===== config.mk =====
export PLATFORM = sky130hd
export DESIGN_NAME = div_result_display
export DESIGN_NICKNAME = d
export VERILOG_FILES = /design/src/rtl/div_result_display.sv
export SDC_FILE = /design/constraint.sdc
export NUM_CORES = 1
export LEC_CHECK = 0
export BUFFER_PORTS_ARGS = -buffer_cell sky130_fd_sc_hd__buf_2
export CAP_MARGIN = 20
export CORE_UTILIZATION = 47
export DETAILED_ROUTE_END_ITERATION = 8
export PLACE_DENSITY = 0.78
export SYNTH_ARGS = -nofsm -noshare
export SYNTH_HDL_FRONTEND = slang
export SYNTH_SLANG_ARGS = --single-unit

===== constraint.sdc =====
create_clock -name clk -period 2.83 [get_ports clk]
set_input_delay 0.7075 -clock clk [delete_from_list [all_inputs] [get_ports clk]]
set_output_delay 0.7075 -clock clk [all_outputs]
set_load 0.03 [all_outputs]

===== src/rtl/div_result_display.sv =====
// Display stage for the signed divider: serial binary-to-BCD conversion feeding three
// active-low seven-segment digits that alternate between quotient and remainder.
module div_result_display #(
  parameter int WIDTH         = 6,
  parameter int TOGGLE_CYCLES = 50_000_000
) (
  input  logic             clk,
  input  logic             rst,
  input  logic             valid,
  input  logic [WIDTH-1:0] cociente,
  input  logic [WIDTH-1:0] residuo,
  input  logic             neg,
  output logic             busy,
  output logic             sel_rem,
  output logic [6:0]       HEX_0,
  output logic [6:0]       HEX_1,
  output logic [6:0]       HEX_2
);
  localparam int CW = (TOGGLE_CYCLES > 2) ? $clog2(TOGGLE_CYCLES) : 1;
  localparam int BW = $clog2(WIDTH + 1);
  localparam logic [CW-1:0] LAST = CW'(TOGGLE_CYCLES - 1);
  localparam logic [6:0] SEG_BLANK = 7'b1111111;
  localparam logic [6:0] SEG_MINUS = 7'b0111111;
  localparam logic [6:0] SEG_R     = 7'b0101111;

  typedef enum logic {IDLE, CONV} state_t;

  state_t           state_reg, state_next;
  logic [WIDTH-1:0] q_r, r_r;
  logic             n_r;
  logic [7:0]       bcd_reg;
  logic [WIDTH-1:0] bin_reg;
  logic [BW-1:0]    cnt_reg;
  logic [CW-1:0]    tick_reg;
  logic             pending_reg, armed_reg, conv_neg_reg;
  logic [7:0]       bcd_adj, bcd_step;
  logic [WIDTH-1:0] bin_step;
  logic             timeout, last_shift;

  function automatic logic [6:0] seg(input logic [3:0] d);
    case (d)
      4'd0:    seg = 7'b1000000;
      4'd1:    seg = 7'b1111001;
      4'd2:    seg = 7'b0100100;
      4'd3:    seg = 7'b0110000;
      4'd4:    seg = 7'b0011001;
      4'd5:    seg = 7'b0010010;
      4'd6:    seg = 7'b0000010;
      4'd7:    seg = 7'b1111000;
      4'd8:    seg = 7'b0000000;
      4'd9:    seg = 7'b0010000;
      default: seg = SEG_BLANK;
    endcase
  endfunction

  // Add-3 correction per nibble, then shift the next binary MSB into the BCD field.
  for (genvar gi = 0; gi < 2; gi++) begin : g_adj
    assign bcd_adj[gi*4 +: 4] = (bcd_reg[gi*4 +: 4] >= 4'd5) ?
                                bcd_reg[gi*4 +: 4] + 4'd3 : bcd_reg[gi*4 +: 4];
  end
  assign {bcd_step, bin_step} = {bcd_adj, bin_reg} << 1;

  assign timeout    = armed_reg && (tick_reg == LAST);
  assign last_shift = (cnt_reg == BW'(1));

  always_ff @(posedge clk) begin
    if (rst) begin
      state_reg    <= IDLE;
      sel_rem      <= 1'b0;
      tick_reg     <= '0;
      pending_reg  <= 1'b0;
      armed_reg    <= 1'b0;
      conv_neg_reg <= 1'b0;
      q_r          <= '0;
      r_r          <= '0;
      n_r          <= 1'b0;
      bcd_reg      <= '0;
      bin_reg      <= '0;
      cnt_reg      <= '0;
      HEX_0        <= SEG_BLANK;
      HEX_1        <= SEG_BLANK;
      HEX_2        <= SEG_BLANK;
    end else begin
      state_reg <= state_next;
      if (valid) begin
        q_r       <= cociente;
        r_r       <= residuo;
        n_r       <= neg;
        armed_reg <= 1'b1;
      end
      // Saturating dwell counter; a timeout reached while busy waits for IDLE.
      if (tick_reg != LAST)
        tick_reg <= tick_reg + CW'(1);
      case (state_reg)
        IDLE: begin
          if (valid || pending_reg) begin
            pending_reg  <= 1'b0;
            sel_rem      <= 1'b0;
            tick_reg     <= '0;
            bin_reg      <= valid ? cociente : q_r;
            conv_neg_reg <= valid ? neg : n_r;
            bcd_reg      <= '0;
            cnt_reg      <= BW'(WIDTH);
          end else if (timeout) begin
            tick_reg     <= '0;
            sel_rem      <= ~sel_rem;
            bin_reg      <= sel_rem ? q_r : r_r;
            conv_neg_reg <= n_r;
            bcd_reg      <= '0;
            cnt_reg      <= BW'(WIDTH);
          end
        end
        CONV: begin
          bcd_reg <= bcd_step;
          bin_reg <= bin_step;
          cnt_reg <= cnt_reg - BW'(1);
          if (valid)
            pending_reg <= 1'b1;
          if (last_shift) begin
            HEX_1 <= seg(bcd_step[7:4]);
            HEX_0 <= seg(bcd_step[3:0]);
            HEX_2 <= sel_rem ? SEG_R : (conv_neg_reg ? SEG_MINUS : SEG_BLANK);
          end
        end
        default: ;
      endcase
    end
  end

  always_comb begin
    state_next = state_reg;
    case (state_reg)
      IDLE:    if (valid || pending_reg || timeout) state_next = CONV;
      CONV:    if (last_shift) state_next = IDLE;
      default: state_next = IDLE;
    endcase
  end

  always_comb begin
    busy = (state_reg == CONV);
  end
endmodule


# [After elaboration in Yosys (flattened, before gate mapping)]
# Memory sizes are Yosys's and may differ from the RTL's. A register that Yosys moved wholly into a read port is not among the register bits.
# Index checks and enable logic that the tools add are counted.
[word_totals] reg_bits=68 mem_bits_ro=224 inputBits=16 output_inout_bits=23 elab_cells=66 n_memories=2
[classes] n_addsub=4 n_lt_le_gt_ge=2 eq_ne=6 muxes=30 bitwise=2 n_reduce_logical=7
[mem_list] memory="(no name shown)" depth=16 width=7 rd=1 rd_clocked_by_memory_dff=1 wr=0 line_no="41" text="case (d)"
[mem_list] memory="(no name shown)" depth=16 width=7 rd=1 rd_clocked_by_memory_dff=1 wr=0 line_no="41"
[ops] cell="26-bit 2-to-1 mux" count=4
[ops] cell="26-bit by 1-bit adder with 26-bit output (second input constant)" count=1
[ops] cell="26-bit equality test (second input constant)" count=1
[ops] cell="26-bit != test (second input constant)" count=1
[ops] cell="6-bit 2-to-1 mux" count=4
[ops] cell="8-bit 2-to-1 mux" count=2
[ops] cell="8-bit case mux with 2 select lines" count=1
[ops] cell="7-bit 2-to-1 mux" count=2
[ops] cell="6-bit case mux with 2 select lines" count=1
[ops] cell="1-bit 2-to-1 mux" count=9
[ops] cell="3-bit 2-to-1 mux" count=3
[ops] cell="4-bit by 3-bit greater-or-equal comparator with 1-bit output (second input constant)" count=2
[ops] cell="3-bit case mux with 2 select lines" count=1
[ops] cell="2-bit AND reduction" count=3
[ops] cell="4-bit by 2-bit adder with 4-bit output (second input constant)" count=1
[ops] cell="4-bit 2-to-1 mux" count=1
[ops] cell="2-bit != test (second input constant)" count=2
[ops] cell="1-bit case mux with 2 select lines" count=2
[ops] cell="3-bit by 2-bit adder with 3-bit output (second input constant)" count=1
[ops] cell="3-bit by 1-bit equality test with 1-bit output (second input constant)" count=1
[ops] cell="3-bit != test (second input constant)" count=1
[ops] cell="3-bit by 1-bit subtractor with 3-bit output (second input constant)" count=1
[ops] cell="1-bit logical OR" count=2
[ops] cell="1-bit NOT" count=2
[ops] cell="other kinds (2)" count=2

# [Logic depth before layout (Yosys ltp)]
# Gate-level depths: netlist (run 1).
[depth] word_depth=5 mapped_depth=9

# [Worst setup path after synthesis (run 1)]
# Ideal clock, no wire load.
[synth_path] path_type="input-to-reg" startpoint="input valid" endpoint="register bin_reg[3]" arrival_ps=2110 required_time_ps=2735 slack_ps=625 path_stages=6 n_path_buf=2 path_cell_list="clkbuf_1 > or3_1 > a31oi_1 > clkbuf_1 > a21oi_1 > a221oi_1"
[synth_between] elab_chain_len=3
[synth_lines] element="from (decl)" line_no="9" text="input logic valid,"
[synth_lines] element="6-bit 2-to-1 mux / 1-bit logical OR (equally long branches)"
[synth_lines] element="6-bit 2-to-1 mux" line_no="96" text="if (valid || pending_reg) begin"
[synth_lines] element="6-bit case mux with 2 select lines" line_no="94" text="case (state_reg)"
[synth_lines] element="to (signal assigned)" line_no="100" text="bin_reg <= valid ? cociente : q_r;"
[synth_lines] element="to (signal assigned)" line_no="107" text="bin_reg <= sel_rem ? q_r : r_r;"
[synth_lines] element="to (signal assigned)" line_no="115" text="bin_reg <= bin_step;"
[synth_lines] element="to (decl)" line_no="32" text="logic [WIDTH-1:0] bin_reg;"
# Several ways; a longest one is shown, not always the timed one.
# A chain may end at the register's enable or synchronous reset.

# [Worst setup path after layout (run 1)]
[layout_path] startpoint="register tick_reg[6]" endpoint="register tick_reg[25]"
[layout_between] elab_chain_len=5
[layout_lines] element="from (decl)" line_no="34" text="logic [CW-1:0] tick_reg;"
[layout_lines] element="from (signal assigned)" line_no="93" text="tick_reg <= tick_reg + CW'(1);"
[layout_lines] element="26-bit by 1-bit adder with 26-bit output, or another cell as far along" line_no="93"
[layout_lines] element="26-bit 2-to-1 mux / 1-bit logical AND (equally long branches)" line_no="92, 63"
[layout_lines] element="26-bit 2-to-1 mux" line_no="104" text="end else if (timeout) begin"
[layout_lines] element="26-bit 2-to-1 mux" line_no="96"
[layout_lines] element="26-bit 2-to-1 mux *" line_no="94"
# Mark *: on every way between the ends. The rest lies on a longest branch, timed or not.

==> results.sh, run 1 <==
export IMPL_fin_setup_tns_ns=0
export IMPL_antenna_found_initial=0
export IMPL_routed_via_density=5.61
export IMPL_hpwl_um=5570
export IMPL_clockPowerShare_pct=39.8
export IMPL_rsz0062_at_grt="no"
export IMPL_min_delay_start="bin_reg[3]"
export IMPL_pre_cts_slack_ns=0.693
export IMPL_holdPathStages=2
export IMPL_yosys_warnings=0
export IMPL_max_freq_ghz=0.456
export IMPL_cts_sinks=77
export IMPL_crit_path_end_kind="flop"
export IMPL_p_leak_nw=1.56
export IMPL_seqPwrFrac_pct=51.8
export IMPL_drc_errors=0
export IMPL_worstSkewPairLatency_ns=0.35
export IMPL_hold_viol=0
export IMPL_yosys_most_used_dff="dfxtp_1"
export IMPL_critPathRequiredTime_ns=3.06
export IMPL_overflow=0
export IMPL_drtIter0Drc=124
export IMPL_synth_seq_cells=77
export IMPL_power_per_cell_area_nw_per_um2=526
export IMPL_cp_slowest_cell="or3_1"
export IMPL_h_tree_depth=3
export IMPL_num_antenna_cells=0
export IMPL_path_max_fanout=11
export IMPL_r2r_start="tick_reg[6]"
export IMPL_cp_start_kind="flop"
export IMPL_synth_top_area_share_pct=41.2
export IMPL_syn_avg_cell_area_um2=8.53
export IMPL_drv_slew=0
export IMPL_wl_per_cell_um=13.5
export IMPL_max_cap_violations=0
export IMPL_synth_area_leaders="dfxtp_1, nor2_1, mux2i_1"
export IMPL_portBuffers=33
export IMPL_syn_cell_area_um2=3740
export IMPL_r2r_end="tick_reg[25]"
export IMPL_switchingPower_uw=534
export IMPL_rr_worst_depth=5
export IMPL_post_cts_resized=0
export IMPL_initial_core_util_pct=48.4
export IMPL_die_x_um=91.2
export IMPL_num_fill_cells=691
export IMPL_grt_max_degree=27
export IMPL_yosys_top_cells_count="dfxtp_1, nor2_1, nand2_1, a21oi_1, o21ai_0"
export IMPL_hold_path_end="bin_reg[3]"
export IMPL_finalWorstSetupSlack_ns=0.639
export IMPL_slew_headroom_pct=52.1
export IMPL_drive_gt1_share_pct=15.3
export IMPL_timing_final_crit_share_pct=77.4
export IMPL_postCtsSetupRepairBufs=0
export IMPL_grt_pass1_wl_um=13300
export IMPL_die_y_um=91.2
export IMPL_irDropWorstVdd_mv=0.394
export IMPL_synth_edf_count=0
export IMPL_crit_chain="nand4_2, or3_1, nor4_1, and4bb_1, nor3_2"
export IMPL_grt_pass1_vias=2940
export IMPL_row_count=32
export IMPL_synth_most_common_cell="dfxtp_1"
export IMPL_worstPathArrival_ns=2.42
export IMPL_wirelength_um=7810
export IMPL_crit_type="flop to flop"
export IMPL_finalNetCount=500
export IMPL_cts_root_buf="clkbuf_8"
export IMPL_fin_crit_ns=2.19
export IMPL_cts_buffer_depth=2
export IMPL_synthCells=438
export IMPL_skew_ns=0.00745
export IMPL_multi_input_area_um2=2050
export IMPL_track_usage_pct=19.8
export IMPL_cp_slowest_stage_delay_ns=0.56
export IMPL_combinationalPowerShare_pct=8.4
export IMPL_hold_path_class="flop to flop"
export IMPL_synthArstFlopShare_pct=0
export IMPL_cts_hold_buf=0
export IMPL_firstDrtPassIters=4
export IMPL_seq_area_frac_synth_pct=41.2
export IMPL_regToRegSetupSlack_ns=0.64
export IMPL_antenna_left=0
export IMPL_via_count=3251
export IMPL_path_clk_slew_ns=0.08
export IMPL_cts_tree="done"
export IMPL_cts_buffers=9
export IMPL_status="completed"
export IMPL_coreArea_um2=7730
export IMPL_tightest_slew_ns=0.716
export IMPL_gp_congestion=0.860
export IMPL_dieArea_um2=8310
export IMPL_p_int_mw=1.68
export IMPL_setup_violations=0
export IMPL_synth_largest_area_cell="dfxtp_1"
export IMPL_register_area_um2=1540
export IMPL_switching_share_pct=24.1
export IMPL_largest_reg_flops=26
export IMPL_io_pins=39
export IMPL_yosysUniqueCellTypes=60
export IMPL_synthToLayoutAreaGrowth_pct=12.7
==> power by group through the flow <==
stage | logic (mW) | clock network [mW] | registers (mW)
5_1_grt | 0.205 | 0.947 | 1.15
6_report | 0.186 | 0.882 | 1.15
4_1_cts | 0.186 | 0.915 | 1.15
3_3_place_gp | 0.180 | 0 | 1.17
2_1_floorplan | 0.131 | 0 | 1.18
3_5_place_dp | 0.185 | 0 | 1.17
==> cells by family after synthesis <==
group                      Yosys count  synth area share [%]
and+or+nand+nor                    171                  23.5
AOI/OAI and AO/OA                  107                  18.7
DFF                                 77                  41.2
buffers and inverters               37                  4.32
xor gates and xnor gates            18                  4.22
muxes                               17                  4.59
adders and majority gates           10                  3.35
other                                1                 0.100
==> layout make-up <==
type                    instances  area share (%)
multi-input cells             328            48.6
flip-flops and latches         77            36.6
repair buffers                 41            5.35
clock buffers                  11            3.12
well taps                     102            3.03
clock inverters                 4            1.75
inverters                      17            1.51
==> layout by cell type, fill, tap and decap left out, types with 7 or more instances in the layout <==
cell type	Yosys	routed
dfxtp_1	77	77
nor2_1	56	56
nand2_1	37	37
buf_2	3	33
a21oi_1	30	30
o21ai_0	28	28
inv_1	16	16
nand3_1	16	16
mux2i_1	16	16
xnor2_1	11	11
nand2b_1	10	10
ha_1	10	10
clkbuf_8	0	9
a31oi_1	8	8
buf_4	5	8
xor2_1	7	7
nor3_1	7	7
==> layer usage <==
| metal | vias up | wire length (um) | GRT usage, % |
|---|---|---|---|
| met5 | - | 0 | 0 |
| met4 | 0 | 100 | 8.86 |
| met3 | 7 | 428 | 5.03 |
| met2 | 93 | 3540 | 31.0 |
| met1 | 1515 | 3740 | 25.7 |
| li1 | 1636 | - | - |
==> critical path, delay by kind of cell, from the launching register on <==
family / cells / cell delay (ns)
flops: 1 / 0.43
simple gates: 5 / 1.64
==> per-stage QoR <==
stage / total power, mW / hold slack (ns) / util [%] / std cells / cell area, um2
after floorplan: 1.31 / 0.434 / - / 442 / 3750
after global placement: 1.35 / 0.450 / 51.9 / 565 / 4010
after detailed placement: 1.36 / 0.455 / 51.9 / 565 / 4010
after CTS: 2.25 / 0.472 / 54.5 / 580 / 4210
after global routing: 2.30 / 0.494 / 54.5 / 580 / 4210
final: 2.21 / 0.470 / 54.5 / 580 / 4210
==> worst max path at each step <==
| stage | endpoint | depth (start not counted) | slack, ns | startpoint |
|---|---|---|---|---|
| 3_5_place_dp | bcd_reg[5] | 5 | 0.69 | valid |
| 5_1_grt | tick_reg[25] | 5 | 0.45 | tick_reg[6] |
| 4_1_cts | tick_reg[25] | 5 | 0.68 | tick_reg[6] |
| 2_1_floorplan | bin_reg[3] | 6 | 0.62 | valid |
| 6_report | tick_reg[25] | 5 | 0.64 | tick_reg[6] |
| 3_3_place_gp | bcd_reg[6] | 4 | 0.69 | valid |
(Power assumes the default switching activity.)
==> run 2, diff against run 1 <==
--- a/config.mk
+++ b/config.mk
@@ -5,6 +5,7 @@
 export SDC_FILE = /design/constraint.sdc
 export NUM_CORES = 1
 export LEC_CHECK = 0
+export ABC_AREA = 1
 export BUFFER_PORTS_ARGS = -buffer_cell sky130_fd_sc_hd__buf_2
 export CAP_MARGIN = 20
 export CORE_UTILIZATION = 47
==> constraint.sdc (replaced) <==
create_clock -name clk -period 2.3 [get_ports clk]
set_input_delay 0.575 -clock clk [delete_from_list [all_inputs] [get_ports clk]]
set_output_delay 0.575 -clock clk [all_outputs]
set_load 0.03 [all_outputs]
==> results.sh, run 2 <==
export IMPL_cts_buffer_depth=2
export IMPL_worstPathArrival_ns=2.20
export IMPL_mostFrequentLayoutCell="nand2_1"
export IMPL_wirelength_um=8200
export IMPL_synth_largest_area_cell="dfxtp_1"
export IMPL_synth_top_area_share_pct=38.6
export IMPL_irDropWorstVdd_mv=0.350
export IMPL_synthToLayoutAreaGrowth_pct=9.83
export IMPL_track_usage_pct=20.8
export IMPL_grt_use_met2_pct=36.1
export IMPL_row_count=33
export IMPL_finalWorstSetupSlack_ns=0.334
export IMPL_grt_pass1_wl_um=14800
export IMPL_cts_sinks=77
export IMPL_syn_avg_cell_area_um2=7.16
export IMPL_antenna_left=0
export IMPL_syn_cell_area_um2=4000
export IMPL_die_y_um=94.2
export IMPL_setup_violations=0
export IMPL_seq_area_frac_synth_pct=38.6
export IMPL_dieArea_um2=8880
export IMPL_crit_start="bcd_reg[0]"
export IMPL_timing_final_crit_share_pct=85.5
export IMPL_synthArstFlopShare_pct=0
export IMPL_portBuffers=33
export IMPL_synth_area_leaders="dfxtp_1, nand2_1, inv_1"
export IMPL_status="completed"
export IMPL_path_clk_slew_ns=0.08
export IMPL_hold_path_end="r_r[0]"
export IMPL_largest_reg_flops=26
export IMPL_postCtsSetupRepairBufs=0
export IMPL_h_tree_depth=3
export IMPL_skew_ns=0.00784
export IMPL_critPathRequiredTime_ns=2.54
export IMPL_cts_root_buf="clkbuf_8"
export IMPL_hpwl_um=6030
export IMPL_drive_gt1_share_pct=15.7
export IMPL_final_cells=702
export IMPL_initial_core_util_pct=48.7
export IMPL_die_x_um=94.2
export IMPL_post_cts_resized=0
export IMPL_met1_usage_pct=25.6
export IMPL_r2r_start="bcd_reg[0]"
export IMPL_coreArea_um2=8220
export IMPL_grt_pass1_vias=3446
export IMPL_r2r_end="HEX_0[3]"
export IMPL_hold_path_class="input port to flop"
export IMPL_fin_crit_ns=1.97
export IMPL_cts_buffers=9
export IMPL_regToRegSetupSlack_ns=0.33
export IMPL_holdPathStages=3
export IMPL_rsz0062_at_grt="no"
export IMPL_power_per_cell_area_nw_per_um2=593
export IMPL_drv_slew=0
export IMPL_overflow=0
export IMPL_met3_usage_pct=4.37
export IMPL_holdWs_ns=0.444
export IMPL_busiest_layer="met2"
export IMPL_cts_hold_buf=0
export IMPL_fin_setup_tns_ns=0
export IMPL_worstSkewPairLatency_ns=0.35
export IMPL_grt_max_degree=26
export IMPL_yosys_most_used_dff="dfxtp_1"
export IMPL_crit_path_end_kind="flop"
export IMPL_placed_cells=686
export IMPL_synth_most_common_cell="nand2_1"
export IMPL_crit_type="flop to flop"
export IMPL_finalNetCount=618
export IMPL_synth_seq_cells=77
export IMPL_max_freq_ghz=0.509
export IMPL_pre_cts_slack_ns=0.347
export IMPL_wl_per_cell_um=11.7
export IMPL_synth_edf_count=0
export IMPL_drtIter0Drc=152
export IMPL_drc_errors=0
export IMPL_cts_tree="done"
export IMPL_min_delay_start="residuo[0]"
export IMPL_yosys_warnings=0
export IMPL_cp_start_kind="flop"
export IMPL_p_leak_nw=1.76
export IMPL_rr_worst_depth=11
export IMPL_antenna_found_initial=0
export IMPL_firstDrtPassIters=4
export IMPL_path_max_fanout=5
export IMPL_yosysUniqueCellTypes=37
export IMPL_via_count=3610
export IMPL_num_antenna_cells=0
export IMPL_synthCells=558
export IMPL_hold_viol=0
export IMPL_yosys_top_cells_count="nand2_1, dfxtp_1, inv_1, nor2_1, nand3_1"
export IMPL_max_cap_violations=0
export IMPL_io_pins=39
export IMPL_gp_congestion=0.892
export IMPL_routed_via_density=5.14
export IMPL_most_common_layout_cells="nand2_1, dfxtp_1, inv_1"
[run 2: cell types whose count changed after synthesis, sizes merged, moves of 14 or more]
cell	change
inv	+45
mux2i	-16
nand2	+102
nand3	+27
nand4	+14
nor2	+25
[run 2: per-layer routing]
layer | up-vias | share of wire, %
met5 | - | 0
met4 | 0 | 0.95
met3 | 9 | 3.0
met2 | 61 | 49
met1 | 1674 | 47
li1 | 1866 | -
[run 2: how the worst max path moves through the flow]
stage | to | slack, ns | cells after the start
floorplan | HEX_0[6] | 0.53 | 10
global placement | HEX_0[3] | 0.44 | 11
detailed placement | HEX_0[3] | 0.35 | 11
CTS | HEX_0[3] | 0.33 | 11
global route | HEX_0[2] | 0.09 | 11
finish | HEX_0[3] | 0.33 | 11
[run 2: layout make-up]
| type | count | area (um2) |
|---|---|---|
| clock buffers | 12 | 145 |
| clock inverters | 4 | 23.8 |
| fillers | 793 | 3830 |
| inverters | 63 | 236 |
| multi-input cells | 402 | 2100 |
| flip-flops and latches | 77 | 1540 |
| well taps | 105 | 131 |
| repair buffers | 39 | 210 |
[run 2: power by group]
group	switching [mW]	internal, mW	total, mW
combinational	0.194	0.0933	0.288
clock	0.481	0.419	0.900
sequential	0.0343	1.38	1.42
total	0.710	1.89	2.60
[run 2: kinds of logic after synthesis]
family                   share of synthesized area (%)
other                                           0.0938
XOR/XNOR                                          3.91
buffers and inverters                             9.23
AND/OR/NAND/NOR                                   34.0
adder cells (fa/ha/maj)                           3.13
flip-flops                                        38.6
AO/OA/AOI/OAI                                     11.1
[run 2: per-stage QoR]
stage	instance area [um2]	power [mW]	utilization, %
finish	4390	2.60	53.4
global route	4390	2.74	53.4
CTS	4390	2.62	53.4
detailed placement	4220	1.74	51.4
global placement	4220	1.73	51.4
floorplan	4010	1.68	-
[run 2: worst max-delay path, cell delays in order (launching register included)]
cell,delay (ns)
dfxtp_1,0.39
inv_1,0.12
ha_1,0.23
inv_1,0.05
nand2_1,0.07
nand3_2,0.15
xor2_1,0.32
ha_1,0.30
nand2_1,0.07
nand2_1,0.05
nand2_1,0.05
a21oi_1,0.06
==> run 3, diff against run 2 <==
--- a/config.mk
+++ b/config.mk
@@ -5,7 +5,6 @@
 export SDC_FILE = /design/constraint.sdc
 export NUM_CORES = 1
 export LEC_CHECK = 0
-export ABC_AREA = 1
 export BUFFER_PORTS_ARGS = -buffer_cell sky130_fd_sc_hd__buf_2
 export CAP_MARGIN = 20
 export CORE_UTILIZATION = 47
==> results.sh, run 3 (synthesis gave the netlist of run 1 again) <==
export IMPL_status="completed"
export IMPL_io_pins=39
export IMPL_row_count=32
export IMPL_cts_buffer_depth=2
export IMPL_routed_via_density=5.59
export IMPL_largest_reg_flops=26
export IMPL_antenna_left=0
export IMPL_cts_sinks=77
export IMPL_portBuffers=33
export IMPL_hold_viol=0
export IMPL_fin_setup_tns_ns=0
export IMPL_wl_per_cell_um=13.4
export IMPL_h_tree_depth=3
export IMPL_cts_buffers=9
export IMPL_crit_path_end_kind="flop"
export IMPL_initial_core_util_pct=48.4
export IMPL_rsz0062_at_grt="no"
export IMPL_irDropWorstVdd_mv=0.425
export IMPL_overflow=0
export IMPL_path_clk_slew_ns=0.08
export IMPL_grt_pass1_vias=2983
export IMPL_timing_final_crit_share_pct=93.0
export IMPL_max_freq_ghz=0.468
export IMPL_drtIter0Drc=143
export IMPL_hold_path_class="input port to flop"
export IMPL_switchingPower_uw=647
export IMPL_die_x_um=91.2
export IMPL_synthToLayoutAreaGrowth_pct=13.8
export IMPL_firstDrtPassIters=4
export IMPL_grt_pass1_wl_um=13200
export IMPL_combinationalPowerShare_pct=9.4
export IMPL_p_leak_nw=1.57
export IMPL_p_int_mw=1.91
export IMPL_fin_crit_ns=2.14
export IMPL_setup_violations=0
export IMPL_power_per_cell_area_nw_per_um2=600
export IMPL_via_count=3273
export IMPL_gp_congestion=0.889
export IMPL_worstPathArrival_ns=2.41
export IMPL_die_y_um=91.2
export IMPL_dieArea_um2=8310
export IMPL_grt_max_degree=30
export IMPL_wirelength_um=7850
export IMPL_coreArea_um2=7730
export IMPL_max_cap_violations=0
export IMPL_seqPwrFrac_pct=55.1
export IMPL_switching_share_pct=25.3
export IMPL_worstSkewPairLatency_ns=0.34
export IMPL_cts_hold_buf=0
export IMPL_antenna_found_initial=0
export IMPL_mostFrequentLayoutCell="dfxtp_1"
export IMPL_cts_root_buf="clkbuf_8"
export IMPL_path_max_fanout=9
export IMPL_num_antenna_cells=0
export IMPL_drv_slew=0
export IMPL_finalNetCount=507
export IMPL_cp_start_kind="flop"
export IMPL_drive_gt1_share_pct=17.6
export IMPL_hpwl_um=5590
export IMPL_cts_tree="done"
export IMPL_critPathRequiredTime_ns=2.57
export IMPL_skew_ns=0.00566
export IMPL_most_common_layout_cells="dfxtp_1, nor2_1, nand2_1"
export IMPL_track_usage_pct=19.3
export IMPL_power_mw=2.55
export IMPL_drc_errors=0
export IMPL_crit_type="flop to flop"
export IMPL_clockPowerShare_pct=35.5
## run 3: changes by cell type in the layout (fill, tap and decap cells not counted), moves of 6 or more
| cell | change |
|---|---|
| a21oi_1 | -9 |
| nand2_1 | -96 |
| inv_1 | -45 |
| nor2_2 | -18 |
| nand4_1 | -15 |
| o21ai_0 | +6 |
| nand3_1 | -24 |
| mux2i_1 | +16 |
| buf_4 | +9 |
| a221oi_1 | +6 |
| o22ai_1 | -8 |
| nand2b_1 | +10 |
| a31oi_1 | +8 |
## run 3: path summary, 6_finish.rpt
path / end / start / cells after the start / slack (ns)
hold / removal: r_r[3] / residuo[3] / 3 / 0.46
setup reg to reg: tick_reg[3] / tick_reg[6] / 5 / 0.16
setup / recovery: tick_reg[3] / tick_reg[6] / 5 / 0.16
hold reg to reg: bin_reg[4] / bin_reg[3] / 2 / 0.47
## run 3: timing repair
item | 4_1_cts | 5_1_grt
setup endpoints to repair | 0 | 3
gates resized for setup | 0 | 5
hold endpoints to repair | 0 | 0
buffers inserted | 0 | 0
## run 3: cell type report
type                    instances  area [um2]
inverters                      17        63.8
repair buffers                 48         278
well taps                     102         128
multi-input cells             328        2070
flip-flops and latches         77        1540
clock buffers                  11         151
fillers                       687        3470
clock inverters                 3        22.5
## run 3: power groups by stage
stage | Sequential, mW | Combinational, mW | Clock, mW
2_1_floorplan | 1.45 | 0.161 | 0
3_3_place_gp | 1.43 | 0.234 | 0
3_5_place_dp | 1.44 | 0.239 | 0
4_1_cts | 1.41 | 0.240 | 0.937
5_1_grt | 1.41 | 0.267 | 0.987
6_report | 1.41 | 0.239 | 0.907
## run 3: stage by stage
| stage | hold WS [ns] | worst slack, ns | util, % | std cells | cell area [um2] |
|---|---|---|---|---|---|
| 2_1_floorplan | 0.434 | 0.205 | - | 442 | 3750 |
| 3_3_place_gp | 0.448 | 0.288 | 52.5 | 572 | 4060 |
| 3_5_place_dp | 0.460 | 0.200 | 52.5 | 572 | 4060 |
| 4_1_cts | 0.452 | 0.176 | 54.8 | 586 | 4230 |
| 5_1_grt | 0.464 | 0.0461 | 55.1 | 586 | 4250 |
| 6_report | 0.460 | 0.161 | 55.1 | 586 | 4250 |
## run 3: worst max-delay path: stages (launching register included)
cell	delay [ns]
dfxtp_1	0.44
nand4bb_1	0.17
or4_1	0.67
nor3_4	0.43
nor2_1	0.13
a211oi_2	0.22
## run 3: layer usage
metal	track usage, %	routed length, um
met5	0	0
met1	25.2	3800
met2	31.3	3660
met4	5.82	50
met3	5.11	342
